--- src/rtl/dm_cache_ctrl.sv ---
// dm_cache_ctrl: sequencing controller for a 4-line x 4-word direct-mapped
// cache. Address split is tag[5:4] / index[3:2] / offset[1:0] (word address).
// Read misses run a 4-beat refill; writes are write-through, no-write-allocate.
module dm_cache_ctrl #(
  parameter int DATA_W = 32
) (
  input  logic              clk,
  input  logic              rst,
  input  logic              cpu_req,
  input  logic              cpu_we,
  input  logic [5:0]        cpu_addr,
  input  logic [DATA_W-1:0] cpu_wdata,
  output logic              cpu_ready,
  output logic              cpu_hit,
  output logic [DATA_W-1:0] cpu_rdata,
  output logic              mem_req,
  output logic              mem_we,
  output logic [5:0]        mem_addr,
  output logic [DATA_W-1:0] mem_wdata,
  input  logic [DATA_W-1:0] mem_rdata,
  input  logic              mem_ack
);

  typedef enum logic [2:0] {S_IDLE, S_LOOKUP, S_REFILL, S_WRITE, S_RESP} state_t;

  state_t state, state_nxt;

  // Latched request; only sampled in IDLE so the CPU side is free afterwards.
  logic              req_we;
  logic [5:0]        req_addr;
  logic [DATA_W-1:0] req_wdata;
  logic              hit_q;
  logic [1:0]        cnt;
  logic [3:0]        valid;

  logic [1:0]        tag_arr  [4];
  logic [DATA_W-1:0] data_arr [4][4];

  logic [1:0] req_tag, req_idx, req_off;
  logic       lookup_hit, beat, last_beat;

  assign req_tag    = req_addr[5:4];
  assign req_idx    = req_addr[3:2];
  assign req_off    = req_addr[1:0];
  assign lookup_hit = valid[req_idx] && (tag_arr[req_idx] == req_tag);
  assign beat       = mem_req && mem_ack;
  assign last_beat  = beat && (cnt == 2'd3);

  // Next-value signals for the registered outputs.
  logic              ready_d, hit_d, mreq_d, mwe_d;
  logic [DATA_W-1:0] rdata_d, mwdata_d;
  logic [5:0]        maddr_d;

  // State register.
  always_ff @(posedge clk or negedge rst) begin
    if (!rst) state <= S_IDLE;
    else      state <= state_nxt;
  end

  // Next-state logic.
  always_comb begin
    state_nxt = state;
    case (state)
      S_IDLE:   if (cpu_req) state_nxt = S_LOOKUP;
      S_LOOKUP: begin
        if (req_we)          state_nxt = S_WRITE;
        else if (lookup_hit) state_nxt = S_IDLE;
        else                 state_nxt = S_REFILL;
      end
      S_REFILL: if (last_beat) state_nxt = S_RESP;
      S_WRITE:  if (beat) state_nxt = S_IDLE;
      S_RESP:   state_nxt = S_IDLE;
      default:  state_nxt = S_IDLE;
    endcase
  end

  // Output logic: next values of the registered CPU/memory-side outputs.
  // Unless a state says otherwise, outputs hold (cpu_ready always drops).
  always_comb begin
    ready_d  = 1'b0;
    hit_d    = cpu_hit;
    rdata_d  = cpu_rdata;
    mreq_d   = mem_req;
    mwe_d    = mem_we;
    maddr_d  = mem_addr;
    mwdata_d = mem_wdata;
    case (state)
      S_LOOKUP: begin
        if (req_we) begin
          mreq_d   = 1'b1;
          mwe_d    = 1'b1;
          maddr_d  = req_addr;
          mwdata_d = req_wdata;
        end else if (lookup_hit) begin
          ready_d = 1'b1;
          hit_d   = 1'b1;
          rdata_d = data_arr[req_idx][req_off];
        end else begin
          mreq_d  = 1'b1;
          mwe_d   = 1'b0;
          maddr_d = {req_tag, req_idx, 2'b00};
        end
      end
      S_REFILL: begin
        if (beat) begin
          maddr_d = {req_tag, req_idx, cnt + 2'd1};
          if (cnt == 2'd3) mreq_d = 1'b0;
        end
      end
      S_WRITE: begin
        if (beat) begin
          mreq_d  = 1'b0;
          ready_d = 1'b1;
          hit_d   = hit_q;
        end
      end
      S_RESP: begin
        ready_d = 1'b1;
        hit_d   = 1'b0;
        rdata_d = data_arr[req_idx][req_off];
      end
      default: ;
    endcase
  end

  // Registered outputs and control state (valid bits, beat counter, request latch).
  always_ff @(posedge clk or negedge rst) begin
    if (!rst) begin
      cpu_ready <= 1'b0;
      cpu_hit   <= 1'b0;
      cpu_rdata <= '0;
      mem_req   <= 1'b0;
      mem_we    <= 1'b0;
      mem_addr  <= '0;
      mem_wdata <= '0;
      req_we    <= 1'b0;
      req_addr  <= '0;
      req_wdata <= '0;
      hit_q     <= 1'b0;
      cnt       <= 2'd0;
      valid     <= 4'b0;
    end else begin
      cpu_ready <= ready_d;
      cpu_hit   <= hit_d;
      cpu_rdata <= rdata_d;
      mem_req   <= mreq_d;
      mem_we    <= mwe_d;
      mem_addr  <= maddr_d;
      mem_wdata <= mwdata_d;
      if (state == S_IDLE && cpu_req) begin
        req_we    <= cpu_we;
        req_addr  <= cpu_addr;
        req_wdata <= cpu_wdata;
      end
      if (state == S_LOOKUP) begin
        hit_q <= lookup_hit;
        cnt   <= 2'd0;
        // A read miss invalidates the line up front so an aborted refill
        // can never leave a half-filled line marked valid.
        if (!req_we && !lookup_hit) valid[req_idx] <= 1'b0;
      end
      if (state == S_REFILL && beat) begin
        cnt <= cnt + 2'd1;
        if (cnt == 2'd3) valid[req_idx] <= 1'b1;
      end
    end
  end

  // Tag/data arrays: no reset, contents are qualified by the valid bits.
  always_ff @(posedge clk) begin
    if (state == S_LOOKUP && req_we && lookup_hit)
      data_arr[req_idx][req_off] <= req_wdata;
    if (state == S_REFILL && beat) begin
      data_arr[req_idx][cnt] <= mem_rdata;
      if (cnt == 2'd3) tag_arr[req_idx] <= req_tag;
    end
  end

endmodule

--- config.mk ---
export PLATFORM = sky130hd
export DESIGN_NAME = dm_cache_ctrl
export DESIGN_NICKNAME = d
export VERILOG_FILES = /design/src/rtl/dm_cache_ctrl.sv
export SDC_FILE = /design/constraint.sdc
export NUM_CORES = 1
export LEC_CHECK = 0
export CELL_PAD_IN_SITES_DETAIL_PLACEMENT = 1
export CELL_PAD_IN_SITES_GLOBAL_PLACEMENT = 1
export CORE_MARGIN = 3
export CORE_UTILIZATION = 47
export CTS_CLUSTER_SIZE = 24
export DETAILED_ROUTE_END_ITERATION = 6
export PLACE_DENSITY_LB_ADDON = 0.1
export SLEW_MARGIN = 10
export SYNTH_ARGS = -nofsm -noshare
export SYNTH_HDL_FRONTEND = slang
export SYNTH_SLANG_ARGS = --single-unit
--- constraint.sdc ---
create_clock -name clk -period 3.9 [get_ports clk]
set_clock_uncertainty 0.2 [all_clocks]
set_input_delay 0.78 -clock clk [delete_from_list [all_inputs] [get_ports clk]]
set_output_delay 0.78 -clock clk [all_outputs]
set_load 0.01 [all_outputs]
==> summary.md, run 1 <==
| Metric | Value |
|---|---|
| Status | complete, no violations |
| Syn Nets | 1297 |
| Share of layout cells above drive strength 1 | between 30 and 40% |
| Row count | between 80 and 90 |
| Switching power | roughly 0.0074 W |
| Reg2reg path depth | 5 |
| Slowest stage delay, CP | roughly 0.67 ns |
| Critical path's top delay family | flip-flops |
| Critical path cell sequence | mux4_2, xnor2_2, nand4_1, a21oi_4, buf_12 |
| Placed Cells | around 2100 |
| Fmax | 0.292 GHz |
| Post-synthesis sequential area ratio | between 70% and 80% |
| Commonest non-fill, non-tap cells in the layout | edfxtp_1 (520), mux2_2 (239), mux4_2 (161), clkdlybuf4s50_1 (147), dfrtp_1 (119) |
| GP Congestion | 0.739 |
| Initial Util | 47.9% |
| Initial antenna violation count | 1 |
| Unrepaired setup endpoints after global routing | no |
| Setup TNS | 0 ns |
| Die Wd | between 200 and 250 µm |
| Drt via density | around 5.8 |
| Slowest-stage cell, CP | dfrtp_4 |
| Drt wl/cell | slightly below 30 µm |
| Half-perimeter wire length after placement | 41800 µm |
| Largest net degree at the start of global routing | a little under 70 |
| LEAKAGE | 10.5 nW |
| Top post-synthesis cells by area | edfxtp_1 (60%), mux4_2 (14%), dfrtp_1 (12%) |
| Synthesized instance count | between 1000 and 1500 |
| Hold Path Cell Cnt | 2 |
| Hold path start | hit_q$_DFFE_PN0N_ |
| Resized cells post-CTS | 0 |
| PortBufs | 148 |
| CTS clk-pin slew, worst paths | roughly 0.060 ns |
| Worst Path Max Fanout | 27 |
| P_int | around 0.017 W |
| Warnings from Yosys | 0 |
| Total wire length | approximately 66000 µm |
| DRC | 0 |
| Tcrit/Tclk final | between 80% and 90% |
| Critical Path RT | 3.99 ns |
| Crit path DAT | 3.51 ns |
| Slew Viols, Final | 0 |
| Crit Path Class | reg2reg |
| Max IR drop VDD | between 0.4 and 0.5 mV |
| Minimum clock period | ~3.4 ns |
| Final Hold Fails | 0 |
| Initial DRC count | roughly 1100 |
| Root buffer cell | clkbuf_16 |
| Routed Antenna Nets | 0 |
| Clock sink total | 643 |
| Yosys reg bits | 643 |
| Placeable Area | roughly 0.054 mm² |
| Power Density | approximately 780 mW/mm² |
| Min-delay worst type | reg2reg |
| Vias in the first global route | about 14000 |
| Total power | 0.0244 W |
| R2R Path End | data_arr[0][58]$_DFFE_PP_ |
| Ant. Diodes | 0 |
| Maxcap violations | 0 |
| Commonest non-fill, non-tap cell in the layout | edfxtp_1 |
| Setup Buffers After CTS | 0 |
| Part of the power in combinational logic | between 30% and 40% |
| Global-route wire length before repair | about 100000 µm |
| CTS tree | built |
| Die Y | between 200 and 250 µm |
| Hold endpoint | hit_q$_DFFE_PN0N_ |
| TritonCTS Buffers | between 70 and 80 |
| H-tree lvl count | 3 |
| R2r setup slk | around 0.48 ns |
| Clock power share | roughly 27% |
| Top cell type's share of synthesized area | between 60 and 70% |
| Post-layout util | a little under three fifths |
| Worst r2r src | req_addr[3]$_DFFE_PN0P_ |
| Relative slew margins | 44.8% |
| Die area | 0.0582 mm² |
| Ports | ~150 |
| GRT Resource Usage Total | between 20% and 30% |
| Worst-Skew Late Latency | around 0.60 ns |
| CP Capture Type | flop |
| Drt pass-1 iters | 5 |
| Cell variety after synth | 39 |
| CP Launch Type | flop |
| Mapped Area | 0.0260 mm² |
| Remaining global-route overflow | 0 |
| Reg power frac | roughly two fifths |
| Sw Share | a little over 30% |
| DR vias | 12900 |
| Non-Filler Instances | ~2200 |
| Yosys top cell by area | edfxtp_1 |
| Slew at the pin closest to its max-slew limit | between 0.8 and 0.9 ns |
| Setup violation total in the final timing report | 0 |
| Area Growth Syn to Fin | 19.9% |
| Bufs and invs on worst path | 1 |
| CTS Buffer Depth | 3 |
| # nets final | 1505 |
| Syn Area/Cell | around 21 µm² |
[state kept, by name (all words and copies together) (netlist names)]
register	count
data_arr	512
cpu_rdata	32
mem_wdata	32
req_wdata	32
tag_arr	8
mem_addr	6
req_addr	6
valid	4
state	3
cnt	2
cpu_hit	1
cpu_ready	1
hit_q	1
mem_req	1
mem_we	1
req_we	1
[through the flow]
stage	area [µm²]	worst slack (ns)	hold slack, ns
detailed placement	28900	0.445	0.278
global route	31200	0.300	0.321
finish	31200	0.478	0.293
global placement	28900	0.588	0.255
floorplan	26000	-0.0529	0.242
CTS	31200	0.457	0.291
[logic make-up after synthesis]
kind of cell    after synthesis  synth area share, %
flops                       643                 71.8
mux                         403                 24.4
buf+inv                      78                 1.47
simple gates                 45                0.947
compound gates               42                 1.04
fa+ha+maj                     4                0.192
xor+xnor                      3                0.130
[power groups by stage]
stage / registers, W / clock network, W / logic (W)
6_report: 0.0101 / 0.00661 / 0.00769
4_1_cts: 0.0101 / 0.00675 / 0.00783
3_5_place_dp: 0.0102 / 0 / 0.00779
3_3_place_gp: 0.0102 / 0 / 0.00762
2_1_floorplan: 0.00990 / 0 / 0.00490
5_1_grt: 0.0102 / 0.00703 / 0.00825
[cells in the mapped netlist (all sizes together)]
cell type and count:
o21ai 2, nand4 4, o31ai 1, nand2b 2, mux2 239, o2bb2ai 1, nor2 8, mux2i 3
nor2b 3, o211ai 3, nand3b 1, clkbuf 24, nand3 3, and2 1, buf 46, nor4b 1
ha 4, dfrtp 123, a22o 1, or2 1, nand2 16, a21oi 23, mux4 161, a21boi 1
o22ai 4, nor3b 3, edfxtp 520, and3 2, xnor2 3, o32ai 1, o21bai 1, inv 8
a2111oi 4
[how the worst max path moves through the flow]
stage	start	to	slack, ns	depth (start not counted)
final	req_addr[3]$_DFFE_PN0P_	data_arr[0][58]$_DFFE_PP_	0.48	5
after CTS	req_addr[3]$_DFFE_PN0P_	data_arr[0][35]$_DFFE_PP_	0.46	5
after floorplan	state[2]$_DFFE_PN0P_	data_arr[0][100]$_DFFE_PP_	-0.05	7
after global placement	req_addr[3]$_DFFE_PN0P_	data_arr[0][52]$_DFFE_PP_	0.59	5
after detailed placement	req_addr[3]$_DFFE_PN0P_	data_arr[0][58]$_DFFE_PP_	0.45	5
after global routing	req_addr[3]$_DFFE_PN0P_	data_arr[0][35]$_DFFE_PP_	0.30	5
[repair_timing]
item,CTS,global route
hold buffers,1,0
endpoints found under the setup margin,0,0
hold endpoints to repair,51,0
[layout make-up]
type	instances	area (µm²)
clock inverter	30	274
inverter	8	30.0
fill	4622	23100
sequential	643	18700
tap	739	925
timing repair buffer	205	2090
clock buffer	100	2030
multi-input combinational	497	7150
[routing by layer]
layer  global-route usage, %  wire length [µm]
met2                    40.4             34100
met5                       0                 0
met3                    4.18              3480
met4                    6.75              1490
met1                    31.1             27200
[worst register-to-register path, cell delays in order, from the launching register on]
cell	delay [ns]
dfrtp_4	0.67
mux4_2	0.40
xnor2_2	0.46
nand4_1	0.58
a21oi_4	0.51
buf_12	0.28
(Power assumes the default switching activity.)
==> inputs of run 2 (changes only) <==
Settings changed: REMOVE_ABC_BUFFERS from default to 1.
==> summary.md, run 2 (same netlist as run 1, synthesis figures left out) <==
| Metric | Value |
|---|---|
| Top reg by flops | data_arr |
| Die Wd | 241 µm (unchanged) |
| Area Growth Syn to Fin | 19.6% |
| Slew Viols, Final | 0 (unchanged) |
| Relative slew margins | 41.9% (-2.8 points) |
| Setup violation total in the final timing report | 0 (unchanged) |
| Root buffer cell | clkbuf_16 |
| Drt pass-1 iters | 5 (unchanged) |
| Non-Filler Instances | 2224 (+0.090%) |
| CTS tree | built |
| Vias in the first global route | 14000 (-1.6%) |
| Ports | 149 (unchanged) |
| # nets final | 1507 (+0.13%) |
| Unrepaired setup endpoints after global routing | no |
| Initial Util | 47.9% (unchanged) |
| Total wire length | 63800 µm (-3.7%) |
| DRC | 0 (unchanged) |
| Slew at the pin closest to its max-slew limit | 0.869 ns (+0.0403 ns) |
| Worst Path Max Fanout | 15 (-44%) |
| CTS clk-pin slew, worst paths | 0.06 ns (about the same) |
| Placed Cells | 2094 (+0.14%) |
| H-tree lvl count | 3 (unchanged) |
| Post-layout util | 57.3% (-0.15 points) |
| Max FFs per register | 512 (unchanged) |
| Fmax | 0.318 GHz (+8.8%) |
| DR vias | 13000 (+0.78%) |
| Status | complete, no violations |
| Clock sink total | 643 (unchanged) |
| Initial DRC count | 870 (-20%) |
| CP Capture Type | flop |
| Drt wl/cell | 28.7 µm (-3.7%) |
| Maxcap violations | 0 (unchanged) |
| GRT Resource Usage Total | 22.6% (-0.96 points) |
| Final Hold Fails | 0 (unchanged) |
| Largest net degree at the start of global routing | 79 (+14%) |
| Minimum clock period | 3.14 ns (-0.278 ns) |
| Routed Antenna Nets | 0 (unchanged) |
| Commonest non-fill, non-tap cell in the layout | edfxtp_1 |
| Worst-Skew Late Latency | 0.60 ns (about the same) |
| Row count | 85 (unchanged) |
| Drt via density | 5.84 (+0.69%) |
| Crit Path Class | reg2reg |
| LEAKAGE | 10.5 nW (-0.41%) |
| Die Y | 241 µm (unchanged) |
| Min-delay worst type | reg2reg |
| CP Launch Type | flop |
| Remaining global-route overflow | 0 (unchanged) |
| Half-perimeter wire length after placement | 38000 µm (-9.0%) |
| Global-route wire length before repair | 94600 µm (-2.7%) |
| Power Density | 764 mW/mm² (-2.2%) |
| Tcrit/Tclk final | 80.6% (-7.1 points) |
| Total power | 0.0238 W (-2.5%) |
| Max IR drop VDD | 0.570 mV (+15%) |
| Commonest non-fill, non-tap cells in the layout | edfxtp_1 (520), mux2_2 (239), mux4_2 (161), clkdlybuf4s50_1 (147), dfrtp_1 (119) |
| Crit path DAT | 3.27 ns (-0.24 ns) |
| Placeable Area | 0.0543 mm² (unchanged) |
| Share of layout cells above drive strength 1 | 39.5% (-0.12 points) |
| GP Congestion | 0.698 (-5.5%) |
| Die area | 0.0582 mm² (unchanged) |
| Critical Path RT | 4.03 ns (+0.04 ns) |
| CTS Buffer Depth | 3 (unchanged) |
| TritonCTS Buffers | 70 (-1.4%) |
| Initial antenna violation count | 0 (-1) |
| PortBufs | 148 (unchanged) |
| Ant. Diodes | 0 (unchanged) |
## run 2: final timing paths
path / cells past startpoint / endpoint / slack (ns) / from
setup / recovery: 5 / data_arr[3][49]$_DFFE_PP_ / 0.76 / state[1]$_DFFE_PN0P_
max in group asynchronous: 3 / req_addr[2]$_DFFE_PN0P_ / 2.12 / rst
hold reg to reg: 1 / cpu_rdata[24]$_DFFE_PN0P_ / 0.30 / cpu_rdata[24]$_DFFE_PN0P_
setup reg to reg: 5 / data_arr[3][49]$_DFFE_PP_ / 0.76 / state[1]$_DFFE_PN0P_
min in group asynchronous: 2 / cpu_rdata[30]$_DFFE_PN0P_ / 0.53 / rst
hold / removal: 1 / cpu_rdata[24]$_DFFE_PN0P_ / 0.30 / cpu_rdata[24]$_DFFE_PN0P_
## run 2: timing repair
item                                   CTS  global route
setup buffers                            0             0
gates resized for setup                  0             0
setup endpoints to repair                0             0
endpoints found under the hold margin   45             0
hold buffers                             1             0
## run 2: final cells by class
type | instances | area (µm²)
clock buffers | 106 | 2030
clock inverters | 23 | 204
fillers | 4615 | 23200
inverters | 8 | 30.0
multi-input cells | 497 | 7150
flip-flops and latches | 643 | 18700
well taps | 739 | 925
repair buffers | 208 | 2070
## run 2: layer usage
metal	vias up	wire (µm)	global-route usage, %
li1	5448	-	-
met1	7137	28600	32.8
met2	313	31800	36.7
met3	81	2450	3.28
met4	0	1010	5.18
met5	-	0	0
## run 2: critical path: stages, from the launching register on
cell     delay (ns)
dfrtp_1        0.51
nor3b_1        0.52
and3_1         0.51
nand2_2        0.39
buf_4          0.37
mux2_2         0.35
## run 2: through the flow
step	hold slack (ns)	cell area [µm²]	setup TNS [ns]	setup slack, ns
global placement	0.273	28900	0	0.568
floorplan	0.241	25700	-2699.77	-4.76
detailed placement	0.284	28900	0	0.515
finish	0.302	31100	0	0.756
CTS	0.303	31100	0	0.755
global route	0.322	31100	0	0.617
## run 2: report_power, final
part           internal, W  switching, W
clock network      0.00380       0.00259
registers          0.00919      0.000921
logic              0.00385       0.00343
total               0.0168       0.00694
